<file path="src/rtl/sram_bus_arbiter.sv">
// rtl/sram_bus_arbiter.sv - fetch/data arbiter onto one shared SRAM-like port
// Data side has priority; a starvation counter bounds how long a fetch waits.
module sram_bus_arbiter #(
    parameter int STARVE_LIMIT = 4
) (
    input  logic        clk,
    input  logic        reset,
    input  logic        inst_req,
    input  logic [31:0] inst_addr,
    output logic        inst_addr_ok,
    output logic        inst_data_ok,
    output logic [31:0] inst_rdata,
    input  logic        data_req,
    input  logic        data_wr,
    input  logic [1:0]  data_size,
    input  logic [3:0]  data_wstrb,
    input  logic [31:0] data_addr,
    input  logic [31:0] data_wdata,
    output logic        data_addr_ok,
    output logic        data_data_ok,
    output logic [31:0] data_rdata,
    output logic        mem_req,
    output logic        mem_wr,
    output logic [1:0]  mem_size,
    output logic [3:0]  mem_wstrb,
    output logic [31:0] mem_addr,
    output logic [31:0] mem_wdata,
    input  logic        mem_addr_ok,
    input  logic        mem_data_ok,
    input  logic [31:0] mem_rdata
);

    localparam logic [3:0] LIMIT = 4'(STARVE_LIMIT);

    typedef enum logic [1:0] {
        IDLE = 2'd0,
        ADDR = 2'd1,
        DATA = 2'd2
    } state_t;

    state_t      state;
    state_t      state_next;
    logic        owner;
    logic        wr_q;
    logic [1:0]  size_q;
    logic [3:0]  wstrb_q;
    logic [31:0] addr_q;
    logic [31:0] wdata_q;
    logic [3:0]  starve_cnt;

    logic        grant_inst;
    logic        grant_data;
    logic        resp;

    always_ff @(posedge clk) begin
        if (reset) begin
            state      <= IDLE;
            owner      <= 1'b0;
            wr_q       <= 1'b0;
            size_q     <= 2'd0;
            wstrb_q    <= 4'd0;
            addr_q     <= 32'd0;
            wdata_q    <= 32'd0;
            starve_cnt <= 4'd0;
        end else begin
            state <= state_next;
            if (grant_inst) begin
                owner      <= 1'b0;
                wr_q       <= 1'b0;
                size_q     <= 2'd2;
                wstrb_q    <= 4'd0;
                addr_q     <= inst_addr;
                wdata_q    <= 32'd0;
                starve_cnt <= 4'd0;
            end else if (grant_data) begin
                owner   <= 1'b1;
                wr_q    <= data_wr;
                size_q  <= data_size;
                wstrb_q <= data_wstrb;
                addr_q  <= data_addr;
                wdata_q <= data_wdata;
                // Only a waiting fetch counts as being starved.
                if (inst_req && starve_cnt != LIMIT)
                    starve_cnt <= starve_cnt + 4'd1;
            end
        end
    end

    always_comb begin
        state_next   = state;
        grant_inst   = 1'b0;
        grant_data   = 1'b0;
        resp         = 1'b0;
        inst_addr_ok = 1'b0;
        data_addr_ok = 1'b0;
        inst_data_ok = 1'b0;
        data_data_ok = 1'b0;
        inst_rdata   = 32'd0;
        data_rdata   = 32'd0;
        mem_req      = 1'b0;
        mem_wr       = 1'b0;
        mem_size     = 2'd0;
        mem_wstrb    = 4'd0;
        mem_addr     = 32'd0;
        mem_wdata    = 32'd0;
        if (!reset) begin
            case (state)
                IDLE: begin
                    if (inst_req && (starve_cnt == LIMIT || !data_req))
                        grant_inst = 1'b1;
                    else if (data_req)
                        grant_data = 1'b1;
                    inst_addr_ok = grant_inst;
                    data_addr_ok = grant_data;
                    if (grant_inst || grant_data)
                        state_next = ADDR;
                end
                ADDR: begin
                    mem_req   = 1'b1;
                    mem_wr    = wr_q;
                    mem_size  = size_q;
                    mem_wstrb = wstrb_q;
                    mem_addr  = addr_q;
                    mem_wdata = wdata_q;
                    if (mem_addr_ok)
                        state_next = DATA;
                end
                DATA: begin
                    resp = mem_data_ok;
                    if (resp) begin
                        state_next = IDLE;
                        if (owner) begin
                            data_data_ok = 1'b1;
                            // Store completions carry no read data.
                            data_rdata   = wr_q ? 32'd0 : mem_rdata;
                        end else begin
                            inst_data_ok = 1'b1;
                            inst_rdata   = mem_rdata;
                        end
                    end
                end
                default: state_next = IDLE;
            endcase
        end
    end

endmodule

</file>
<file path="config.mk">
export PLATFORM = sky130hd
export DESIGN_NAME = sram_bus_arbiter
export DESIGN_NICKNAME = d
export VERILOG_FILES = /design/src/rtl/sram_bus_arbiter.sv
export SDC_FILE = /design/constraint.sdc
export NUM_CORES = 1
export LEC_CHECK = 0
export CAP_MARGIN = 10
export CORE_ASPECT_RATIO = 0.75
export CORE_MARGIN = 4
export CORE_UTILIZATION = 41
export DETAILED_ROUTE_END_ITERATION = 10
export GPL_TIMING_DRIVEN = 0
export PLACE_DENSITY = 0.91
export SLEW_MARGIN = 20
export SYNTH_ARGS = -nofsm -noshare
export SYNTH_HDL_FRONTEND = slang
export SYNTH_SLANG_ARGS = --single-unit
</file>
<file path="constraint.sdc">
create_clock -name clk -period 3.6 [get_ports clk]
set_input_delay 0.72 -clock clk [delete_from_list [all_inputs] [get_ports clk]]
set_output_delay 0.72 -clock clk [all_outputs]
set_load 0.01 [all_outputs]
</file>
==> flow_metrics.env, run 1 <==
export IMPL_avgRoutedWirePerCell_um=19.9
export IMPL_static_leakage_power_nw=3.07
export IMPL_clock_skew_ns=0.00435
export IMPL_max_slew_margin_rel=0.547
export IMPL_hold_violations=0
export IMPL_top_level_ports=281
export IMPL_powerDensity_mw_per_mm2=302
export IMPL_post_synth_top_area_cell="dfxtp_1"
export IMPL_met3RoutedLength_mm=2.19
export IMPL_postSynthCellCount=582
export IMPL_synth_lib_cells_used_distinct=32
export IMPL_period_share=0.985
export IMPL_post_place_cells=1001
export IMPL_syn_area_per_cell_um2=7.94
export IMPL_drcViolationCount=0
export IMPL_ctsHoldBuffers=0
export IMPL_ys_warn_count=0
export IMPL_antenna_left=0
export IMPL_fp_row_count=33
export IMPL_cp_max_fo=10
export IMPL_clockRootBuffer="clkbuf_16"
export IMPL_met1_length_mm=8.88
export IMPL_timing_worst_setup_path_type="input port to primary output"
export IMPL_vias=5894
export IMPL_wl_met2_mm=8.99
export IMPL_worst_pin_slew_ns=0.679
export IMPL_first_pass_grt_wire_length_mm=30.8
export IMPL_commonest_cells_in_the_netlist="and2_1 (135), dfxtp_1 (78), nand3_1 (71)"
export IMPL_f_max_ghz=0.282
export IMPL_clock_tree_from_tritoncts="built"
export IMPL_syn_num_nets=725
export IMPL_gp_routability_congestion=0.904
export IMPL_synthesis_area_mm2=0.00462
export IMPL_h_tree_depth=3
export IMPL_final_critical_path_setup_slack_ns=0.0542
export IMPL_worst_endpoint_arrival_ns=2.83
export IMPL_post_synth_top_area_fraction=0.338
export IMPL_power_ir_vdd_worst_v=0.000267
export IMPL_count_of_inserted_antenna_diode_cells=0
export IMPL_pre_cts_ws_ns=-0.541
export IMPL_initial_antenna_violation_count=0
export IMPL_fp_dieW_um=131
export IMPL_asyncSetResetFlopFracSynth=0
export IMPL_synth_most_common_cell="and2_1"
export IMPL_route_top_layer_used="met4"
export IMPL_grt_pass1_vias=5545
export IMPL_maxSlewViolCount=0
export IMPL_cts_buffer_count=9
export IMPL_period_minus_slack_ns=3.55
export IMPL_core_area_mm2=0.0110
export IMPL_postSynthRegisterBits=78
export IMPL_dieArea_mm2=0.0131
export IMPL_insertion_delay_ns=0.33
export IMPL_route_detailed_vias_per_inst=5.78
export IMPL_synth_edf_count=0
export IMPL_area_growth_synth_to_final_pct=75.0
export IMPL_max_cap_violations=0
export IMPL_worst_setup_path_start_kind="input port"
export IMPL_1st_iter_drt_viols=503
export IMPL_final_setup_viol_count=0
export IMPL_required_time_of_the_critical_path_ns=2.88
export IMPL_worstHoldPathType="register to register"
export IMPL_dieHeight_um=100
export IMPL_place_detailed_hpwl_mm=15.0
export IMPL_nNetsFinal=1018
export IMPL_ys_seq_area_frac=0.338
export IMPL_grt_total_usage=0.297
export IMPL_placement_io_buffers=279
export IMPL_run_status="complete, no violations"
export IMPL_max_clock_path_buffers=2
export IMPL_synth_top_cells_by_area="dfxtp_1 (34%), and2_1 (18%), nand3_1 (7.7%)"
export IMPL_dominant_register_cell_in_the_synthesized_netlist="dfxtp_1"
export IMPL_clock_transition_at_the_registers_of_the_reported_paths_ns=0.06
export IMPL_detail_route_first_pass_iterations=5
export IMPL_grt_ovfl_total=0
export IMPL_final_instance_count_excl_fill=1019
export IMPL_floorplan_initialDensity=0.421
export IMPL_ratio_of_cells_with_drive_above_1_in_the_final_layout=0.0637
export IMPL_grt_max_degree=16
export IMPL_clock_sinks=78
export IMPL_timing_critical_path_to_type="primary output"
export IMPL_wl_mm=20.3
-- final timing paths --
check | start | to | slack, ns | cells after the start
setup reg to reg | starve_cnt[0]$_SDFFE_PP0P_ | wdata_q[28]$_SDFFE_PP0P_ | 1.19 | 6
setup / recovery | reset | data_addr_ok | 0.05 | 6
hold / removal | wdata_q[6]$_SDFFE_PP0P_ | wdata_q[6]$_SDFFE_PP0P_ | 0.48 | 2
hold reg to reg | wdata_q[6]$_SDFFE_PP0P_ | wdata_q[6]$_SDFFE_PP0P_ | 0.48 | 2
-- metal layers --
metal / GRT usage / vias up
li1: - / 2739
met4: 0.0506 / 0
met5: 0 / -
met3: 0.0777 / 25
met1: 0.450 / 2748
met2: 0.429 / 382
-- placed cells by master, fill, tap and decap left out, drive strengths merged --
cell,netlist,routed
or4b,2,2
nor2,8,8
inv,5,5
o21ai,70,70
a311oi,32,32
dlygate4sd2,0,3
or2,1,1
a21oi,3,3
a211o,1,1
dfxtp,78,78
and4,1,1
or3,1,1
clkbuf,65,72
clkinv,0,1
a2111oi,35,35
nand4,2,2
nand3b,1,1
dlymetal6s2s,0,17
nor4b,1,1
nor3,3,3
and4b,2,2
o31ai,3,3
nand3,71,71
a31oi,1,1
a211oi,41,41
clkdlybuf4s50,0,259
and3b,2,2
nand4bb,1,1
bufinv,0,3
buf,13,20
nor3b,1,1
ha,2,2
and2,135,135
nand4b,1,1
-- registers in the layout, indices dropped and copies added, names as in the netlist --
name / flops
wr_q: 1
wstrb_q: 4
starve_cnt: 4
state: 2
addr_q: 32
wdata_q: 32
size_q: 2
owner: 1
-- stage by stage --
stage	setup TNS [ns]	util	total power [mW]	hold WS (ns)	cell area, µm²
floorplan	0	-	1.12	0.458	4620
global placement	-67.07	0.691	1.37	0.467	7590
detailed placement	-42.28	0.692	1.38	0.471	7600
CTS	0	0.730	2.43	0.484	8020
global route	-0.00180	0.737	2.53	0.501	8090
finish	0	0.737	2.44	0.481	8090
-- report_power, final --
| part | switching (mW) | total [mW] | internal (mW) |
|---|---|---|---|
| clock network | 0.361 | 1.05 | 0.692 |
| registers | 0.0233 | 0.935 | 0.912 |
| logic | 0.211 | 0.453 | 0.242 |
-- critical path, stage by stage --
cell             delay [ns]
clkdlybuf4s50_1        0.45
or4b_4                 0.52
buf_6                  0.17
clkbuf_1               0.23
nor2_2                 0.19
clkdlybuf4s50_1        0.55
-- cells by family after synthesis --
family / synth area share
buf+inv: 0.0736
fa+ha+maj: 0.00541
simple gates: 0.300
flops: 0.338
compound gates: 0.283
-- layout make-up --
cell class | instances | area, µm²
Inverter | 5 | 18.8
Timing Repair Buffer | 283 | 2860
Fill cell | 808 | 2890
Sequential cell | 78 | 1560
Multi-Input combinational cell | 421 | 2780
Buffer | 77 | 350
Tap cell | 140 | 175
Clock buffer | 11 | 243
Clock inverter | 4 | 95.1
-- timing repair --
action                                  4_1_cts  5_1_grt
resized for setup                            24       34
gates cloned                                  0        0
pin swaps                                     2        1
setup buffers                                 4        0
endpoints found under the setup margin      133       99
Note: power is estimated with default switching activity, not from simulation.
==> run 2, diff against run 1 <==
Settings changed: ABC_AREA set to 1, PLACE_DENSITY 0.91 to 0.92.
==> run 2 against run 1 <==
Net effect: sequential power about the same; routed wire length shrank 13%; fmax up 1.4%; first-iteration DRC count is 39% lower.
==> flow_metrics.env, run 2 <==
export IMPL_fp_row_count=33
export IMPL_fin_area_mm2=0.00784
export IMPL_clock_skew_ns=0.00908
export IMPL_ctsHoldBuffers=0
export IMPL_insertion_delay_ns=0.34
export IMPL_timing_reg2reg_worst_path_depth=10
export IMPL_area_growth_synth_to_final_pct=72.0
export IMPL_asyncSetResetFlopFracSynth=0
export IMPL_run_status="complete, no violations"
export IMPL_worst_pin_slew_ns=0.587
export IMPL_initial_antenna_violation_count=0
export IMPL_core_area_mm2=0.0109
export IMPL_post_synth_top_area_fraction=0.343
export IMPL_commonest_cells_in_the_netlist="nand2_1 (151), inv_1 (146), nor2_1 (142)"
export IMPL_first_pass_grt_wire_length_mm=26.6
export IMPL_synth_edf_count=0
export IMPL_grt_max_degree=13
export IMPL_drcViolationCount=0
export IMPL_top_level_ports=281
export IMPL_grt_total_usage=0.259
export IMPL_avgRoutedWirePerCell_um=14.7
export IMPL_synth_lib_cells_used_distinct=21
export IMPL_worst_endpoint_arrival_ns=2.78
export IMPL_synth_most_common_cell="nand2_1"
export IMPL_postSynthRegisterBits=78
export IMPL_nNetsFinal=1200
export IMPL_clock_transition_at_the_registers_of_the_reported_paths_ns=0.06
export IMPL_grt_setup_unrepaired="false"
export IMPL_cts_buffer_count=9
export IMPL_max_slew_margin_rel=0.609
export IMPL_1st_iter_drt_viols=309
export IMPL_clock_tree_from_tritoncts="built"
export IMPL_worst_setup_path_start_kind="input port"
export IMPL_dominant_register_cell_in_the_synthesized_netlist="dfxtp_1"
export IMPL_clockRootBuffer="clkbuf_16"
export IMPL_cp_max_fo=10
export IMPL_worstHoldPathType="register to register"
export IMPL_power_ir_vdd_worst_v=0.000205
export IMPL_count_of_inserted_antenna_diode_cells=0
export IMPL_place_detailed_hpwl_mm=13.9
export IMPL_dieArea_mm2=0.0129
export IMPL_clock_sinks=78
export IMPL_syn_area_per_cell_um2=5.94
export IMPL_ys_warn_count=0
export IMPL_required_time_of_the_critical_path_ns=2.88
export IMPL_hold_violations=0
export IMPL_floorplan_initialDensity=0.418
export IMPL_period_minus_slack_ns=3.50
export IMPL_layout_cells_most_common="clkdlybuf4s50_1"
export IMPL_powerDensity_mw_per_mm2=297
export IMPL_gp_routability_congestion=0.863
export IMPL_syn_num_nets=910
export IMPL_detail_route_first_pass_iterations=5
export IMPL_grt_pass1_vias=5338
export IMPL_placed_area_mm2=0.00753
export IMPL_static_leakage_power_nw=3.16
export IMPL_f_max_ghz=0.286
export IMPL_dieHeight_um=99.3
export IMPL_postSynthCellCount=767
export IMPL_worst_hold_slack_ns=0.463
export IMPL_synth_top_cells_by_area="dfxtp_1 (34%), nand2_1 (12%), inv_1 (12%)"
export IMPL_vias=5829
export IMPL_route_detailed_vias_per_inst=4.85
export IMPL_fp_dieW_um=130
export IMPL_maxSlewViolCount=0
export IMPL_timing_worst_setup_path_type="input port to primary output"
export IMPL_placement_io_buffers=279
export IMPL_antenna_left=0
export IMPL_period_share=0.972
export IMPL_ys_seq_area_frac=0.343
export IMPL_final_setup_viol_count=0
export IMPL_ratio_of_cells_with_drive_above_1_in_the_final_layout=0.0556
export IMPL_max_cap_violations=0
export IMPL_final_cell_mix="clkdlybuf4s50_1 (279), nand2_1 (150), inv_1 (146)"
export IMPL_hold_depth=2
export IMPL_max_clock_path_buffers=2
export IMPL_post_route_util=0.719
export IMPL_synthesis_area_mm2=0.00456
export IMPL_h_tree_depth=3
export IMPL_top_regs="addr_q: 32 flops, wdata_q: 32 flops"
export IMPL_timing_critical_path_to_type="primary output"
export IMPL_wl_mm=17.6
export IMPL_post_synth_top_area_cell="dfxtp_1"
export IMPL_grt_ovfl_total=0
## run 2: changes by cell type in the layout (fill, tap and decap cells not counted), moves of 31 or more
cell	change
a2111oi_0	-34
a211oi_1	-40
a21oi_1	+73
a311oi_1	-32
and2_1	-135
inv_1	+141
nand2_1	+150
nand4_1	+31
nor2_1	+136
o21ai_0	-68
## run 2: repair_timing
action                                  4_1_cts  5_1_grt
endpoints found under the setup margin       21       41
gates resized for setup                       1        9
setup buffers                                 0        0
## run 2: worst paths after layout
kind,from,end,slack (ns)
max,mem_data_ok,data_rdata[25],0.10
min,wstrb_q[2]$_SDFFE_PP0P_,wstrb_q[2]$_SDFFE_PP0P_,0.46
max reg2reg,starve_cnt[1]$_SDFFE_PP0P_,addr_q[31]$_SDFFE_PP0P_,1.70
min reg2reg,wstrb_q[2]$_SDFFE_PP0P_,wstrb_q[2]$_SDFFE_PP0P_,0.46
## run 2: cells by family after synthesis
group	count (synthesis)	share of synthesized area
adder cells (fa/ha/maj)	2	0.00549
AO/OA/AOI/OAI	80	0.0895
buffers and inverters	204	0.183
XOR/XNOR	1	0.00192
AND/OR/NAND/NOR	402	0.377
flip-flops	78	0.343
## run 2: power breakdown
part	total, mW	switching, mW	leakage (nW)	internal [mW]
Sequential	0.934	0.0241	0.635	0.910
Combinational	0.489	0.244	2.39	0.245
Clock	0.904	0.354	0.141	0.550
## run 2: area by class of cell
cell class              instances  area (µm²)
fillers                       932        3060
repair buffers                279        2790
multi-input cells             485        2180
flip-flops and latches         78        1560
inverters                     149         559
plain buffers                  55         280
clock buffers                  11         243
well taps                     140         175
clock inverters                 4        47.5
## run 2: worst max-delay path: stages
cell and delay, ns:
clkdlybuf4s50_1 0.49, inv_1 0.10, nor4_4 0.35, nand2_2 0.16, clkbuf_1 0.25, nor2_1 0.13, clkdlybuf4s50_1 0.58
## run 2: metal layers
layer	up-vias	track usage	part of all wire
met5	-	0	0
met4	0	0.0871	0.028
met3	33	0.0741	0.088
met2	252	0.450	0.49
met1	2635	0.305	0.39
li1	2909	-	-
## run 2: metrics by stage
stage	setup TNS, ns	instances	total power, mW	worst slack, ns
3_5_place_dp	-0.191	1186	1.43	-0.0454
3_3_place_gp	-0.400	1186	1.42	-0.0434
6_report	0	1201	2.33	0.102
2_1_floorplan	0	767	1.18	1.03
5_1_grt	0	1201	2.42	0.00141
4_1_cts	0	1201	2.33	0.0214
==> run 3, diff against run 2 <==
Settings changed: CTS_CLUSTER_SIZE set to 40.
==> results of run 3 <==
Final layout, timing and power as in run 2 (identical DEF).
